===== src/rtl/i2c_slave_ctrl_if.sv =====
// Bus-side signal bundle for the I2C slave control stage.
// slave modport: seen by i2c_slave_ctrl; master modport: seen by the bus model / upstream logic.
interface i2c_slave_ctrl_if #(
  parameter int WIDTH = 8
);
  logic             SDA_IN;
  logic             start;
  logic             stop;
  logic             address_match;
  logic             RX;
  logic             ACK;
  logic             MACK;
  logic             byte_req;
  logic [WIDTH-1:0] rx_data;
  logic             rx_valid;

  modport slave (
    input  SDA_IN, start, stop,
    output address_match, RX, ACK, MACK, byte_req, rx_data, rx_valid
  );

  modport master (
    output SDA_IN, start, stop,
    input  address_match, RX, ACK, MACK, byte_req, rx_data, rx_valid
  );
endinterface


===== src/rtl/i2c_slave_ctrl.sv =====
// I2C slave control stage, clocked on SCL.
// Deserialises the address byte, checks it against OWN_ADDR, tracks direction and
// produces the ACK/MACK/byte_req qualifiers for the transmit shifter; assembles
// bytes written by the master.
// Optional feature macro: GENERAL_CALL_EN -- address byte 8'h00 is also accepted
// as a write to this slave.
module i2c_slave_ctrl #(
  parameter logic [6:0] OWN_ADDR = 7'h42,
  parameter int         WIDTH    = 8
) (
  input  logic                SCL,
  input  logic                RST,
  i2c_slave_ctrl_if.slave     bus
);

  // Counter covers both the 8-bit address phase and a WIDTH-bit data byte.
  localparam int CNT_W = (WIDTH > 8) ? $clog2(WIDTH) : 3;

  typedef enum logic [2:0] {
    ST_IDLE,
    ST_ADDR,
    ST_ADDR_ACK,
    ST_WRITE_DATA,
    ST_WRITE_ACK,
    ST_READ_DATA,
    ST_READ_MACK,
    ST_IGNORE
  } state_t;

  state_t             r_state;
  state_t             w_state_next;
  logic [CNT_W-1:0]   r_bit_cnt;
  logic [CNT_W-1:0]   w_bit_cnt_next;
  // Holds the bits received so far; the bit on SDA_IN completes the byte.
  logic [WIDTH-2:0]   r_shift;
  logic [WIDTH-2:0]   w_shift_next;
  logic               r_match;
  logic               w_match_next;
  logic               r_rx;
  logic               w_rx_next;
  logic               r_ack;
  logic               w_ack_next;
  logic               r_mack;
  logic               w_mack_next;
  logic               r_byte_req;
  logic               w_byte_req_next;
  logic [WIDTH-1:0]   r_rx_data;
  logic [WIDTH-1:0]   w_rx_data_next;
  logic               r_rx_valid;
  logic               w_rx_valid_next;

  logic               w_own_hit;
  logic               w_gc_hit;
  logic               w_addr_hit;
  logic [WIDTH-1:0]   w_full_byte;

  assign w_full_byte = {r_shift, bus.SDA_IN};
  // Address is the first seven bits shifted in; the bit on SDA_IN is R/W.
  assign w_own_hit   = (r_shift[6:0] == OWN_ADDR);
`ifdef GENERAL_CALL_EN
  assign w_gc_hit    = (r_shift[6:0] == 7'h00) && !bus.SDA_IN;
`else
  assign w_gc_hit    = 1'b0;
`endif
  assign w_addr_hit  = w_own_hit || w_gc_hit;

  // State and output registers; active-low synchronous reset.
  always_ff @(posedge SCL) begin
    if (!RST) begin
      r_state    <= ST_IDLE;
      r_bit_cnt  <= '0;
      r_shift    <= '0;
      r_match    <= 1'b0;
      r_rx       <= 1'b0;
      r_ack      <= 1'b0;
      r_mack     <= 1'b0;
      r_byte_req <= 1'b0;
      r_rx_data  <= '0;
      r_rx_valid <= 1'b0;
    end else begin
      r_state    <= w_state_next;
      r_bit_cnt  <= w_bit_cnt_next;
      r_shift    <= w_shift_next;
      r_match    <= w_match_next;
      r_rx       <= w_rx_next;
      r_ack      <= w_ack_next;
      r_mack     <= w_mack_next;
      r_byte_req <= w_byte_req_next;
      r_rx_data  <= w_rx_data_next;
      r_rx_valid <= w_rx_valid_next;
    end
  end

  // Next-state and output decode; START beats STOP beats the normal sequence.
  always_comb begin
    w_state_next    = r_state;
    w_bit_cnt_next  = r_bit_cnt;
    w_shift_next    = r_shift;
    w_match_next    = r_match;
    w_rx_next       = r_rx;
    w_mack_next     = r_mack;
    w_rx_data_next  = r_rx_data;
    // ACK, byte_req and rx_valid are single-cycle strobes.
    w_ack_next      = 1'b0;
    w_byte_req_next = 1'b0;
    w_rx_valid_next = 1'b0;

    if (bus.start) begin
      w_state_next   = ST_ADDR;
      w_bit_cnt_next = '0;
      w_match_next   = 1'b0;
      w_rx_next      = 1'b0;
      w_mack_next    = 1'b0;
    end else if (bus.stop) begin
      w_state_next   = ST_IDLE;
      w_bit_cnt_next = '0;
      w_match_next   = 1'b0;
      w_rx_next      = 1'b0;
      w_mack_next    = 1'b0;
    end else begin
      case (r_state)
        ST_IDLE: begin
          w_bit_cnt_next = '0;
        end
        ST_ADDR: begin
          w_shift_next = w_full_byte[WIDTH-2:0];
          if (r_bit_cnt == CNT_W'(7)) begin
            w_bit_cnt_next = '0;
            if (w_addr_hit) begin
              w_match_next = 1'b1;
              // General call is always a write regardless of the R/W bit.
              w_rx_next    = bus.SDA_IN && !w_gc_hit;
              w_ack_next   = 1'b1;
              w_state_next = ST_ADDR_ACK;
            end else begin
              w_match_next = 1'b0;
              w_rx_next    = 1'b0;
              w_mack_next  = 1'b0;
              w_state_next = ST_IGNORE;
            end
          end else begin
            w_bit_cnt_next = r_bit_cnt + 1'b1;
          end
        end
        ST_ADDR_ACK: begin
          w_bit_cnt_next = '0;
          if (r_rx) begin
            // Prime the transmit shifter with the first byte.
            w_byte_req_next = 1'b1;
            w_mack_next     = 1'b1;
            w_state_next    = ST_READ_DATA;
          end else begin
            w_state_next    = ST_WRITE_DATA;
          end
        end
        ST_WRITE_DATA: begin
          w_shift_next = w_full_byte[WIDTH-2:0];
          if (r_bit_cnt == CNT_W'(WIDTH - 1)) begin
            w_bit_cnt_next  = '0;
            w_rx_data_next  = w_full_byte;
            w_rx_valid_next = 1'b1;
            w_ack_next      = 1'b1;
            w_state_next    = ST_WRITE_ACK;
          end else begin
            w_bit_cnt_next  = r_bit_cnt + 1'b1;
          end
        end
        ST_WRITE_ACK: begin
          w_bit_cnt_next = '0;
          w_state_next   = ST_WRITE_DATA;
        end
        ST_READ_DATA: begin
          if (r_bit_cnt == CNT_W'(WIDTH - 1)) begin
            w_bit_cnt_next = '0;
            w_state_next   = ST_READ_MACK;
          end else begin
            w_bit_cnt_next = r_bit_cnt + 1'b1;
          end
        end
        ST_READ_MACK: begin
          w_bit_cnt_next = '0;
          if (!bus.SDA_IN) begin
            w_mack_next     = 1'b1;
            w_byte_req_next = 1'b1;
            w_state_next    = ST_READ_DATA;
          end else begin
            // Master NACK ends the read; stay quiet until START/STOP.
            w_mack_next     = 1'b0;
            w_match_next    = 1'b0;
            w_rx_next       = 1'b0;
            w_state_next    = ST_IGNORE;
          end
        end
        ST_IGNORE: begin
          w_bit_cnt_next = '0;
          w_match_next   = 1'b0;
          w_rx_next      = 1'b0;
          w_mack_next    = 1'b0;
        end
        default: begin
          w_state_next   = ST_IDLE;
          w_bit_cnt_next = '0;
        end
      endcase
    end
  end

  assign bus.address_match = r_match;
  assign bus.RX            = r_rx;
  assign bus.ACK           = r_ack;
  assign bus.MACK          = r_mack;
  assign bus.byte_req      = r_byte_req;
  assign bus.rx_data       = r_rx_data;
  assign bus.rx_valid      = r_rx_valid;

endmodule


===== src/flat_wrapper.sv =====
// flat-port wrapper written by rule: the top's interface ports become plain ports
module i2c_slave_ctrl_flat 
#(
  parameter logic [6:0] OWN_ADDR = 7'h42,
  parameter int         WIDTH    = 8
)
  (SCL, RST, bus_SDA_IN, bus_start, bus_stop, bus_address_match, bus_RX, bus_ACK, bus_MACK, bus_byte_req, bus_rx_data, bus_rx_valid);
  i2c_slave_ctrl_if #(.WIDTH(WIDTH)) bus_i ();
  input  logic SCL;
  input  logic RST;
  input wire logic [$bits(bus_i.SDA_IN)-1:0] bus_SDA_IN;
  input wire logic [$bits(bus_i.start)-1:0] bus_start;
  input wire logic [$bits(bus_i.stop)-1:0] bus_stop;
  output wire logic [$bits(bus_i.address_match)-1:0] bus_address_match;
  output wire logic [$bits(bus_i.RX)-1:0] bus_RX;
  output wire logic [$bits(bus_i.ACK)-1:0] bus_ACK;
  output wire logic [$bits(bus_i.MACK)-1:0] bus_MACK;
  output wire logic [$bits(bus_i.byte_req)-1:0] bus_byte_req;
  output wire logic [$bits(bus_i.rx_data)-1:0] bus_rx_data;
  output wire logic [$bits(bus_i.rx_valid)-1:0] bus_rx_valid;
  assign bus_i.SDA_IN = bus_SDA_IN;
  assign bus_i.start = bus_start;
  assign bus_i.stop = bus_stop;
  assign bus_address_match = bus_i.address_match;
  assign bus_RX = bus_i.RX;
  assign bus_ACK = bus_i.ACK;
  assign bus_MACK = bus_i.MACK;
  assign bus_byte_req = bus_i.byte_req;
  assign bus_rx_data = bus_i.rx_data;
  assign bus_rx_valid = bus_i.rx_valid;
  i2c_slave_ctrl #(.OWN_ADDR(OWN_ADDR), .WIDTH(WIDTH)) u_core (.SCL(SCL), .RST(RST), .bus(bus_i));
endmodule

===== config.mk =====
export PLATFORM = sky130hd
export DESIGN_NAME = i2c_slave_ctrl_flat
export DESIGN_NICKNAME = d
export VERILOG_FILES = /design/src/rtl/i2c_slave_ctrl_if.sv /design/src/rtl/i2c_slave_ctrl.sv /design/src/flat_wrapper.sv
export SDC_FILE = /design/constraint.sdc
export NUM_CORES = 1
export LEC_CHECK = 0
export ABC_AREA = 1
export ABC_CLOCK_PERIOD_IN_PS = 2750
export BUFFER_PORTS_ARGS = -buffer_cell sky130_fd_sc_hd__clkbuf_2
export CAP_MARGIN = 5
export CORE_MARGIN = 3
export CORE_UTILIZATION = 59
export DETAILED_ROUTE_END_ITERATION = 8
export PLACE_DENSITY = 0.86
export RECOVER_POWER = 25
export SETUP_SLACK_MARGIN = 0.3
export SYNTH_ARGS = -nofsm -noshare
export SYNTH_HDL_FRONTEND = slang
export SYNTH_SLANG_ARGS = --single-unit

===== constraint.sdc =====
create_clock -name SCL -period 2.75 [get_ports SCL]
set_clock_uncertainty 0.05 [all_clocks]
set_input_delay 0.275 -clock SCL [delete_from_list [all_inputs] [get_ports SCL]]
set_output_delay 0.275 -clock SCL [all_outputs]
set_load 0.05 [all_outputs]

---- Yosys cells after proc, flatten, opt, wreduce, memory -nomap -nowiden ----
Cells that the tools add are included.
storage, ports and cells
  flip-flop bits (word level) ............. 27
  input bits .............................. 5
  output and inout bits ................... 14
  word-level logic and storage cells ...... 78
cells by class
  $add $sub $neg .......................... 1
  equal/unequal tests ..................... 18
  muxes and demuxes ....................... 28
  bitwise gates (word level) .............. 4
  reductions and logical operators ........ 16
operator list
  operator             number
  $mux 3               6
  $pmux 3 s6           1
  $reduce_and 4->1     4
  $eq 3x3->1 const B   5
  $mux 1               14
  $ne 4x3->1 const B   3
  $ne 2x1->1 const B   4
  $reduce_bool 8->1    1
  $eq 7x7->1 const B   1
  $eq 3x2->1 const B   2
  $pmux 1 s3           2
  $pmux 3 s2           1
  $reduce_and 3->1     2
  $reduce_bool 6->1    1
  $reduce_or 3->1      2
  $reduce_or 5->1      1
  $ne 2x2->1 const B   2
  $not 1->1            4
  $pmux 1 s2           2
  $pmux 1 s4           1
  $reduce_bool 4->1    1
  $reduce_or 4->1      1
  $add 3x1->3 const B  1
  $eq 3x1->1 const B   1
  other kinds (4)      4

---- Depth between registers and ports, before layout ----
Gate-level depths: netlist of run 1.
  depth in word-level cells ............... 6
  depth in mapped cells ................... 9
  mapped depth without buffers ............ 9

---- Worst setup path after synthesis of run 1 ----
Ideal clock, no wire load.
  kind .................................... flip-flop to flip-flop
  from .................................... register u_core.r_bit_cnt[0]
  to ...................................... register u_core.r_mack, in the netlist u_core.bus.MACK
  setup time .............................. 0.117 ns
  arrival ................................. 1.189 ns
  data required time ...................... 2.583 ns
  setup slack ............................. 1.394 ns
  cell stages (with the launch flop) ...... 9
  buffers on the path ..................... 0
  period minus slack after synthesis ...... 1.356 ns
  cells stage by stage .................... dfxtp_1 > ha_1 > ha_1 > inv_1 > nand3_1 > nand2_1 > nor2_2 > a21oi_1 > nor2_1
on the way
  longest elaborated chain between the ends .. 3
ends and longest elaborated chain
  item                        line                   RTL
  from (decl)                 i2c_slave_ctrl.sv:32   logic [CNT_W-1:0] r_bit_cnt;
  from (signal assigned)      i2c_slave_ctrl.sv:82   r_bit_cnt <= w_bit_cnt_next;
  $eq 3x3->1                  i2c_slave_ctrl.sv:127  if (r_bit_cnt == CNT_W'(7)) begin
  $ne 2x1->1 (no line)        --
  $reduce_and 4->1 (no line)  --
  to (signal assigned)        i2c_slave_ctrl.sv:87   r_mack <= w_mack_next;
  to (decl)                   i2c_slave_ctrl.sv:43   logic r_mack;
No other way between the ends.
A chain may end at the register's enable or synchronous reset.

---- Worst setup path after layout of run 1 ----
Ends and elaborated chain as after synthesis.

==> impl_metrics.tcl, run 1 <==
set metrics [dict create \
    outcome "finished, final reports clean" \
    drc 0 \
    grt_pass1_vias 959 \
    whs_ns 0.198 \
    grtUsageMet1 0.248 \
    firstDrtPassIters 4 \
    synthFlopType "dfxtp_1" \
    cp_max_fo 4 \
    ys_warn_count 0 \
    grt_pass1_wl_um 4090 \
    die_x_um 53.2 \
    worstPathArrival_ns 1.72 \
    clk_pin_slew_ns 0.14 \
    final_common_cell "dfxtp_1" \
    antenna_left 0 \
    core_mm2 0.00204 \
    port-buffer-count 18 \
    busiest_layer "met2" \
    die_height_um 53.2 \
    maxSlewViolCount 0 \
    dr_total_vias 1138 \
    p_per_area_mw_per_mm2 477 \
    cts_tree "done" \
    fin_nets 190 \
    mostFrequentLayoutCells "dfxtp_1 (27), inv_1 (25), a21oi_1 (22), nand2_1 (21), o21ai_0 (16)" \
    clock-sinks 27 \
    area_growth_pct 5.89 \
    netlist_instances 166 \
    power.leakage_nw 0.537 \
    use_met3 0.0394 \
    ys_types 29 \
    synth_top_area_share 0.411 \
    grt_overflow 0 \
    path_class "register to register" \
    avgViaCountPerCell 5.44 \
    postCtsHoldBufs 0 \
    synth_edf_count 0 \
    post-cts-setup-buffers 0 \
    drive_gt1_frac 0.170 \
    worstSetupEndpointType "register" \
    synth.yosys.seq_area_share 0.411 \
    pin_count 19 \
    slowest_stage "dfxtp_1" \
    max-clock-path-buffers 2 \
    p_int_uw 482 \
    crit_path_max_incr_delay_ns 0.36 \
    critPathBufInv 1 \
    h-tree-depth 1 \
    finalWeightedCongestion 0.925 \
    p_sw_frac 0.275 \
    cts_inserted_buffers 3 \
    root_buffer "clkbuf_4" \
    cp_cell_sequence "ha_1 > ha_1 > inv_1 > nand3_1 > nand2_1 > nor2_2 > nand3_1 > nand2_1 > nor2_1" \
    grt_util_met2 0.327 \
    relSlewSlack 0.574 \
    syn_avg_cell_area_um2 7.93 \
    cp.required_ns 2.95 \
    synthTopCellsByArea "dfxtp_1 (41%), a21oi_1 (8.4%), inv_1 (7.1%), o21ai_0 (6.1%), nand2_1 (6.0%)" \
    post_cts_resized 0 \
    setup_tns_ns 0 \
    min-delay-path-class "primary input to register" \
    crit_path_start_kind "register" \
    synth_area_mm2 0.00132 \
    clkPwrFrac 0.263 \
    p_total_uw 665 \
    wirelength_um 2560 \
    cp_top_family "simple AND/OR/NAND/NOR gates" \
    synth_seq_cells 27 \
    initial_core_util 0.645 \
    drt_iter0_drc 34 \
    peakVddDrop_v 0.000444 \
    cap_viol_max_count 0 \
    fin_util 0.683 \
    p_seq_frac 0.623 \
    synthArstFlopShare 0 \
    setup-violations-final 0 \
    p_sw_uw 183 \
    yosysTopAreaCell "dfxtp_1" \
    clkLatencyLatePin_ns 0.33 \
    grt_setup_unrepaired "no" \
    fill_cells 178 \
    routedWlPerCell_um 12.2 \
    fmax_mhz 655 \
    period_share 0.555 \
    syn-num-nets 173 \
    global_route.usage.total 0.199 \
    worst_slew_pin_slew_ns 0.638 \
    rows 16 \
    combPwrFrac 0.114 \
    antenna_found_initial 0 \
    min_period_ns 1.53 \
    dpl.hpwl_um 1940 \
    antenna_cells 0 \
    hold_viol 0 \
    dieArea_mm2 0.00283 \
    grt_start_max_net_pins 18 \
]
-- power by group through the flow --
| stage | Clock (mW) | Combinational, mW | Sequential (mW) |
|---|---|---|---|
| floorplan | 0 | 0.0704 | 0.414 |
| global placement | 0 | 0.0718 | 0.422 |
| detailed placement | 0 | 0.0747 | 0.423 |
| CTS | 0.177 | 0.0752 | 0.414 |
| global route | 0.187 | 0.0867 | 0.416 |
| finish | 0.175 | 0.0762 | 0.415 |
-- logic make-up after synthesis --
kind of cell | synth area share
and+or+nand+nor | 0.245
AOI/OAI and AO/OA | 0.183
buffers and inverters | 0.143
DFF | 0.411
adders and majority gates | 0.0190
-- tightest hold or removal path: stages --
cell	delay, ns
clkbuf_2	0.11
a21oi_1	0.04
a21oi_1	0.12
-- flip-flops by register name, summed over array words and instances (netlist names) --
name	cells
u_core.r_shift	7
u_core.bus.ACK	1
u_core.bus.MACK	1
u_core.bus.rx_valid	1
u_core.bus.byte_req	1
u_core.bus.RX	1
u_core.bus.address_match	1
u_core.bus.rx_data	8
u_core.r_state	3
u_core.r_bit_cnt	3
-- per-stage QoR --
stage | area [µm²] | worst slack, ns | instances
after floorplan | 1320 | 1.39 | 166
after global placement | 1380 | 1.30 | 205
after detailed placement | 1380 | 1.28 | 205
after CTS | 1410 | 1.24 | 209
after global routing | 1390 | 1.09 | 209
final | 1390 | 1.22 | 209
-- cell type report --
cell class / count / area (µm²) / share of cell area
Tap cell: 27 / 33.8 / 0.0242
Clock buffer: 4 / 26.3 / 0.0189
Multi-Input combinational cell: 103 / 588 / 0.422
Inverter: 30 / 128 / 0.0916
Timing Repair Buffer: 18 / 77.6 / 0.0557
Sequential cell: 27 / 541 / 0.388
-- cells in the mapped netlist (3+ instances only) --
cell type	instances
dfxtp_1	27
nand3_1	11
nand2_1	21
nand4_1	3
nand3_2	3
o21ai_0	16
nor2_1	8
inv_1	25
a21oi_1	22
buf_6	5
-- worst paths after layout --
check,cells past startpoint,from,end,slack [ns]
worst min register to register,1,u_core.r_bit_cnt[0]$_SDFF_PP0_,u_core.r_bit_cnt[0]$_SDFF_PP0_,0.39
worst max register to register,9,u_core.r_bit_cnt[0]$_SDFF_PP0_,u_core.bus.MACK$_SDFFE_PP0P_,1.22
worst min-delay path,3,bus_start,u_core.r_state[0]$_SDFFE_PN0P_,0.20
worst max-delay path,9,u_core.r_bit_cnt[0]$_SDFF_PP0_,u_core.bus.MACK$_SDFFE_PP0P_,1.22
-- layer usage --
| metal | part of all wire | up-vias |
|---|---|---|
| li1 | - | 574 |
| met1 | 0.43 | 514 |
| met2 | 0.48 | 43 |
| met3 | 0.070 | 7 |
| met4 | 0.016 | 0 |
| met5 | 0 | - |
No activity file was read; power rests on OpenSTA's default activity.
==> inputs of run 2 (changes only) <==
- ABC_CLOCK_PERIOD_IN_PS: 2750 -> 1480
- CORE_UTILIZATION: 59 -> 55
- PLACE_DENSITY: 0.86 -> 0.81
- clock period: 2.75 -> 1.48 ns (I/O delays scaled with it)
==> impl_metrics.tcl, run 2 (synthesis results as in run 1) <==
set metrics [dict create \
    worst_r2r_path_depth 9 \
    dieArea_mm2 0.00302 \
    reg2reg_slack_ns 0.15 \
    cp_max_fo 4 \
    period_share 0.900 \
    crit_path_start_kind "register" \
    area_growth_pct 27.4 \
    grt_pass1_wl_um 4910 \
    p_per_area_mw_per_mm2 775 \
    max-clock-path-buffers 2 \
    outcome "finished, final reports clean" \
    drive_gt1_frac 0.405 \
    path_class "register to register" \
    min-delay-path-class "primary input to register" \
    relSlewSlack 0.790 \
    crit_path_max_incr_delay_ns 0.37 \
    clk_pin_slew_ns 0.14 \
    port-buffer-count 18 \
    grt_pass1_vias 1041 \
    global_route.usage.total 0.230 \
    grt_setup_unrepaired "yes" \
    h-tree-depth 1 \
    die_x_um 54.9 \
    setup-violations-final 0 \
    fin_util 0.751 \
    root_buffer "clkbuf_4" \
    r2r_end "u_core.bus.MACK$_SDFFE_PP0P_" \
    whs_path_depth 3 \
    fin_nets 203 \
    fmax_mhz 751 \
    cp_cell_sequence "ha_4 > ha_4 > inv_4 > nand3_4 > nand2_2 > nor2_4 > nand3_2 > nand2_1 > nor2_1" \
    rows 17 \
    largest_reg_flops 8 \
    min-delay-start "RST" \
    crit_top_cell "ha_4" \
    power.leakage_nw 0.664 \
    worst_slew_pin_slew_ns 0.315 \
    mostFrequentLayoutCells "inv_1 (24), dfxtp_1 (21), nand2_1 (20), a21oi_1 (17), clkbuf_2 (10)" \
    cap_viol_max_count 0 \
    clock-sinks 27 \
    wirelength_um 3310 \
    antenna_found_initial 0 \
    routedWlPerCell_um 14.8 \
    setup_tns_ns 0 \
    maxSlewViolCount 0 \
    grt_start_max_net_pins 17 \
    die_height_um 54.9 \
    clkLatencyLatePin_ns 0.33 \
    core_mm2 0.00223 \
    cts_inserted_buffers 3 \
    grt_overflow 0 \
    dpl.hpwl_um 2080 \
    avgViaCountPerCell 5.62 \
    postCtsHoldBufs 0 \
    worstSetupEndpointType "register" \
    worstPathArrival_ns 1.53 \
    peakVddDrop_v 0.000596 \
    drc 0 \
    post-route-cell-area_mm2 0.00168 \
    critPathBufInv 1 \
    antenna_left 0 \
    hold_end "u_core.bus.rx_valid$_SDFF_PP0_" \
    dr_total_vias 1253 \
    hold_viol 0 \
    slowest_stage "dfxtp_2" \
    min_period_ns 1.33 \
    r2r_start "u_core.r_bit_cnt[1]$_SDFF_PP0_" \
    cp_top_family "simple AND/OR/NAND/NOR gates" \
    finalWeightedCongestion 0.900 \
    pin_count 19 \
    final_common_cell "inv_1" \
    antenna_cells 0 \
    initial_core_util 0.589 \
    cp.required_ns 1.67 \
    cts_tree "done" \
    firstDrtPassIters 4 \
    dpl_cell_area_mm2 0.00146 \
    drt_iter0_drc 60 \
]
## run 2: per-layer routing
| metal | vias to the layer above | global-route usage | wire [µm] |
|---|---|---|---|
| met5 | - | 0 | 0 |
| met4 | 0 | 0.101 | 99 |
| met3 | 13 | 0.0429 | 268 |
| met2 | 61 | 0.372 | 1580 |
| met1 | 577 | 0.297 | 1360 |
| li1 | 602 | - | - |
## run 2: cell type report
| type | instances | area, µm² |
|---|---|---|
| inverter | 30 | 130 |
| sequential | 27 | 548 |
| fill | 174 | 557 |
| multi-input combinational | 105 | 737 |
| clock buffer | 4 | 26.3 |
| timing repair buffer | 29 | 200 |
| tap | 28 | 35.0 |
## run 2: power breakdown
| group | leakage (nW) | switching [mW] | internal, mW |
|---|---|---|---|
| registers | 0.221 | 0.0159 | 0.744 |
| logic | 0.428 | 0.147 | 0.0785 |
| clock network | 0.0150 | 0.209 | 0.106 |
| total | 0.664 | 0.371 | 0.928 |
## run 2: worst max path at each step
stage | startpoint | endpoint | slack (ns) | cells past startpoint
6_report | u_core.r_bit_cnt[1]$_SDFF_PP0_ | u_core.bus.MACK$_SDFFE_PP0P_ | 0.15 | 9
5_1_grt | u_core.r_state[2]$_SDFFE_PP0P_ | u_core.bus.rx_data[0]$_SDFFE_PN0P_ | 0.09 | 5
4_1_cts | u_core.r_bit_cnt[0]$_SDFF_PP0_ | u_core.bus.MACK$_SDFFE_PP0P_ | 0.19 | 8
3_5_place_dp | u_core.r_bit_cnt[1]$_SDFF_PP0_ | u_core.bus.rx_data[4]$_SDFFE_PN0P_ | 0.15 | 5
3_3_place_gp | u_core.r_bit_cnt[1]$_SDFF_PP0_ | u_core.bus.rx_data[4]$_SDFFE_PN0P_ | 0.18 | 5
2_1_floorplan | u_core.r_bit_cnt[1]$_SDFF_PP0_ | u_core.bus.MACK$_SDFFE_PP0P_ | 0.24 | 9
## run 2: repair_timing
item                       CTS  global route
resized for setup           21            40
pin swaps                   10             7
setup buffers                3             4
gates cloned                 1             1
setup endpoints to repair   23            39
## run 2: tightest hold or removal path, delay by kind of cell
kind,cells,cell delay [ns]
AND/OR/NAND/NOR,1,0.05
buffers and inverters,2,0.20
## run 2: stage by stage
| step | instances | hold WS (ns) | power (mW) | setup WS [ns] |
|---|---|---|---|---|
| 2_1_floorplan | 166 | 0.236 | 0.901 | 0.245 |
| 3_3_place_gp | 210 | 0.362 | 0.935 | 0.183 |
| 3_5_place_dp | 210 | 0.367 | 0.939 | 0.150 |
| 4_1_cts | 218 | 0.0329 | 1.27 | 0.192 |
| 5_1_grt | 223 | 0.0548 | 1.36 | 0.0937 |
| 6_report | 223 | 0.0656 | 1.30 | 0.148 |
==> inputs of run 3 (changes only) <==
- CORE_ASPECT_RATIO: unset -> 1.2
- TNS_END_PERCENT: unset -> 20
==> impl_metrics.tcl, run 3 (synthesis results as in run 1) <==
set metrics [dict create \
    outcome "finished, final reports clean" \
    setup-violations-final 0 \
    worst_r2r_path_depth 9 \
    core_mm2 0.00216 \
    clk_pin_slew_ns 0.15 \
    port-buffer-count 18 \
    drc 0 \
    path_class "register to register" \
    crit_top_cell "ha_4" \
    root_buffer "clkbuf_4" \
    dr_total_vias 1196 \
    crit_path_start_kind "register" \
    cts_tree "done" \
    worstPathArrival_ns 1.56 \
    layout.cells.non_filler 220 \
    grt_pass1_wl_um 4370 \
    area_growth_pct 23.3 \
    combPwrFrac 0.157 \
    drive_gt1_frac 0.363 \
    mostFrequentLayoutCells "inv_1 (24), dfxtp_1 (22), nand2_1 (20), a21oi_1 (17), clkbuf_2 (15)" \
    p_seq_frac 0.576 \
    min-delay-start "RST" \
    grt_start_max_net_pins 18 \
    crit_path_max_incr_delay_ns 0.38 \
    largest_reg_flops 8 \
    maxSlewViolCount 0 \
    die_x_um 50.7 \
    r2r_start "u_core.r_bit_cnt[0]$_SDFF_PP0_" \
    finalWeightedCongestion 0.849 \
    dp.cells 212 \
    worst_slew_pin_slew_ns 0.598 \
    cp.required_ns 1.69 \
    clock-sinks 27 \
    cap_viol_max_count 0 \
    relSlewSlack 0.603 \
    antenna_found_initial 0 \
    setup_tns_ns 0 \
    min-delay-path-class "primary input to register" \
    cp_max_fo 5 \
    fmax_mhz 740 \
    die_height_um 59.6 \
    min_period_ns 1.35 \
    rows 18 \
    hold_end "u_core.bus.rx_valid$_SDFF_PP0_" \
    global_route.usage.total 0.191 \
    pin_count 19 \
    p_sw_uw 395 \
    peakVddDrop_v 0.000678 \
    h-tree-depth 1 \
    fill_cells 162 \
    p_sw_frac 0.300 \
    dpl.hpwl_um 1880 \
    wirelength_um 2940 \
    worstSetupEndpointType "register" \
    whs_path_depth 3 \
    firstDrtPassIters 4 \
    grt_overflow 0 \
    drt_iter0_drc 45 \
    avgViaCountPerCell 5.44 \
    antenna_left 0 \
    period_share 0.913 \
    antenna_cells 0 \
    routedWlPerCell_um 13.3 \
    initial_core_util 0.609 \
    p_per_area_mw_per_mm2 813 \
    max-clock-path-buffers 2 \
    clkLatencyLatePin_ns 0.35 \
    cts_inserted_buffers 3 \
    grt_pass1_vias 1034 \
    grt_setup_unrepaired "yes" \
    slowest_stage "dfxtp_2" \
    reg2reg_slack_ns 0.13 \
    dieArea_mm2 0.00302 \
    fin_nets 198 \
    final_common_cell "inv_1" \
    power.leakage_nw 0.626 \
    hold_viol 0 \
    p_int_uw 924 \
    cp_cell_sequence "ha_4 > ha_4 > inv_4 > nand3_4 > nand2_4 > nor2_4 > nand3_2 > nand2_1 > nor2_1" \
    clkPwrFrac 0.267 \
    r2r_end "u_core.bus.MACK$_SDFFE_PP0P_" \
]
run 3: power by group through the flow:
stage	Combinational [mW]	Sequential (mW)	Clock (mW)
after floorplan	0.132	0.769	0
after global placement	0.159	0.772	0
after detailed placement	0.162	0.773	0
after CTS	0.164	0.758	0.357
after global routing	0.229	0.763	0.372
final	0.207	0.761	0.352
run 3: timing repair:
action,CTS,global route
endpoints found under the setup margin,33,39
hold buffers,0,0
resized for setup,3,29
gates cloned,0,2
pin swaps,3,6
buffers inserted,1,1
run 3: layout make-up:
cell class / instances / area (µm²) / area share
inverters: 30 / 130 / 0.0802
flip-flops and latches: 27 / 547 / 0.337
repair buffers: 24 / 148 / 0.0910
well taps: 30 / 37.5 / 0.0231
clock buffers: 3 / 22.5 / 0.0139
clock inverters: 1 / 8.76 / 0.00540
multi-input cells: 105 / 729 / 0.449
run 3: critical path: cells and delay by family, from the launching register on:
kind,cells,cell delay [ns]
fa+ha+maj,2,0.32
simple gates,6,0.45
flops,1,0.38
buf+inv,1,0.06
run 3: stage by stage:
step	total power [mW]	utilization	area (µm²)	hold slack, ns	setup slack (ns)
final	1.32	0.751	1620	0.0139	0.129
after global routing	1.36	0.751	1620	0.0341	0.0568
after CTS	1.28	0.695	1500	0.0185	0.160
after detailed placement	0.935	0.677	1460	0.374	0.140
after global placement	0.931	0.677	1460	0.362	0.179
after floorplan	0.901	-	1350	0.236	0.243
run 3: worst max path at each step:
stage                                    from                                 end  slack (ns)
2_1_floorplan  u_core.r_bit_cnt[1]$_SDFF_PP0_        u_core.bus.MACK$_SDFFE_PP0P_        0.24
3_3_place_gp   u_core.r_bit_cnt[0]$_SDFF_PP0_  u_core.bus.rx_data[0]$_SDFFE_PN0P_        0.18
3_5_place_dp   u_core.r_state[1]$_SDFFE_PP0P_  u_core.bus.rx_data[4]$_SDFFE_PN0P_        0.14
4_1_cts        u_core.r_bit_cnt[0]$_SDFF_PP0_        u_core.bus.MACK$_SDFFE_PP0P_        0.16
5_1_grt        u_core.r_bit_cnt[0]$_SDFF_PP0_  u_core.bus.rx_data[7]$_SDFFE_PN0P_        0.06
6_report       u_core.r_bit_cnt[0]$_SDFF_PP0_        u_core.bus.MACK$_SDFFE_PP0P_        0.13
run 3: layer usage:
metal	track usage	part of all wire	wire length [µm]	vias to the layer above
li1	-	-	-	598
met1	0.244	0.44	1280	540
met2	0.306	0.47	1390	49
met3	0.0277	0.056	165	9
met4	0.115	0.035	103	0
met5	0	0	0	-
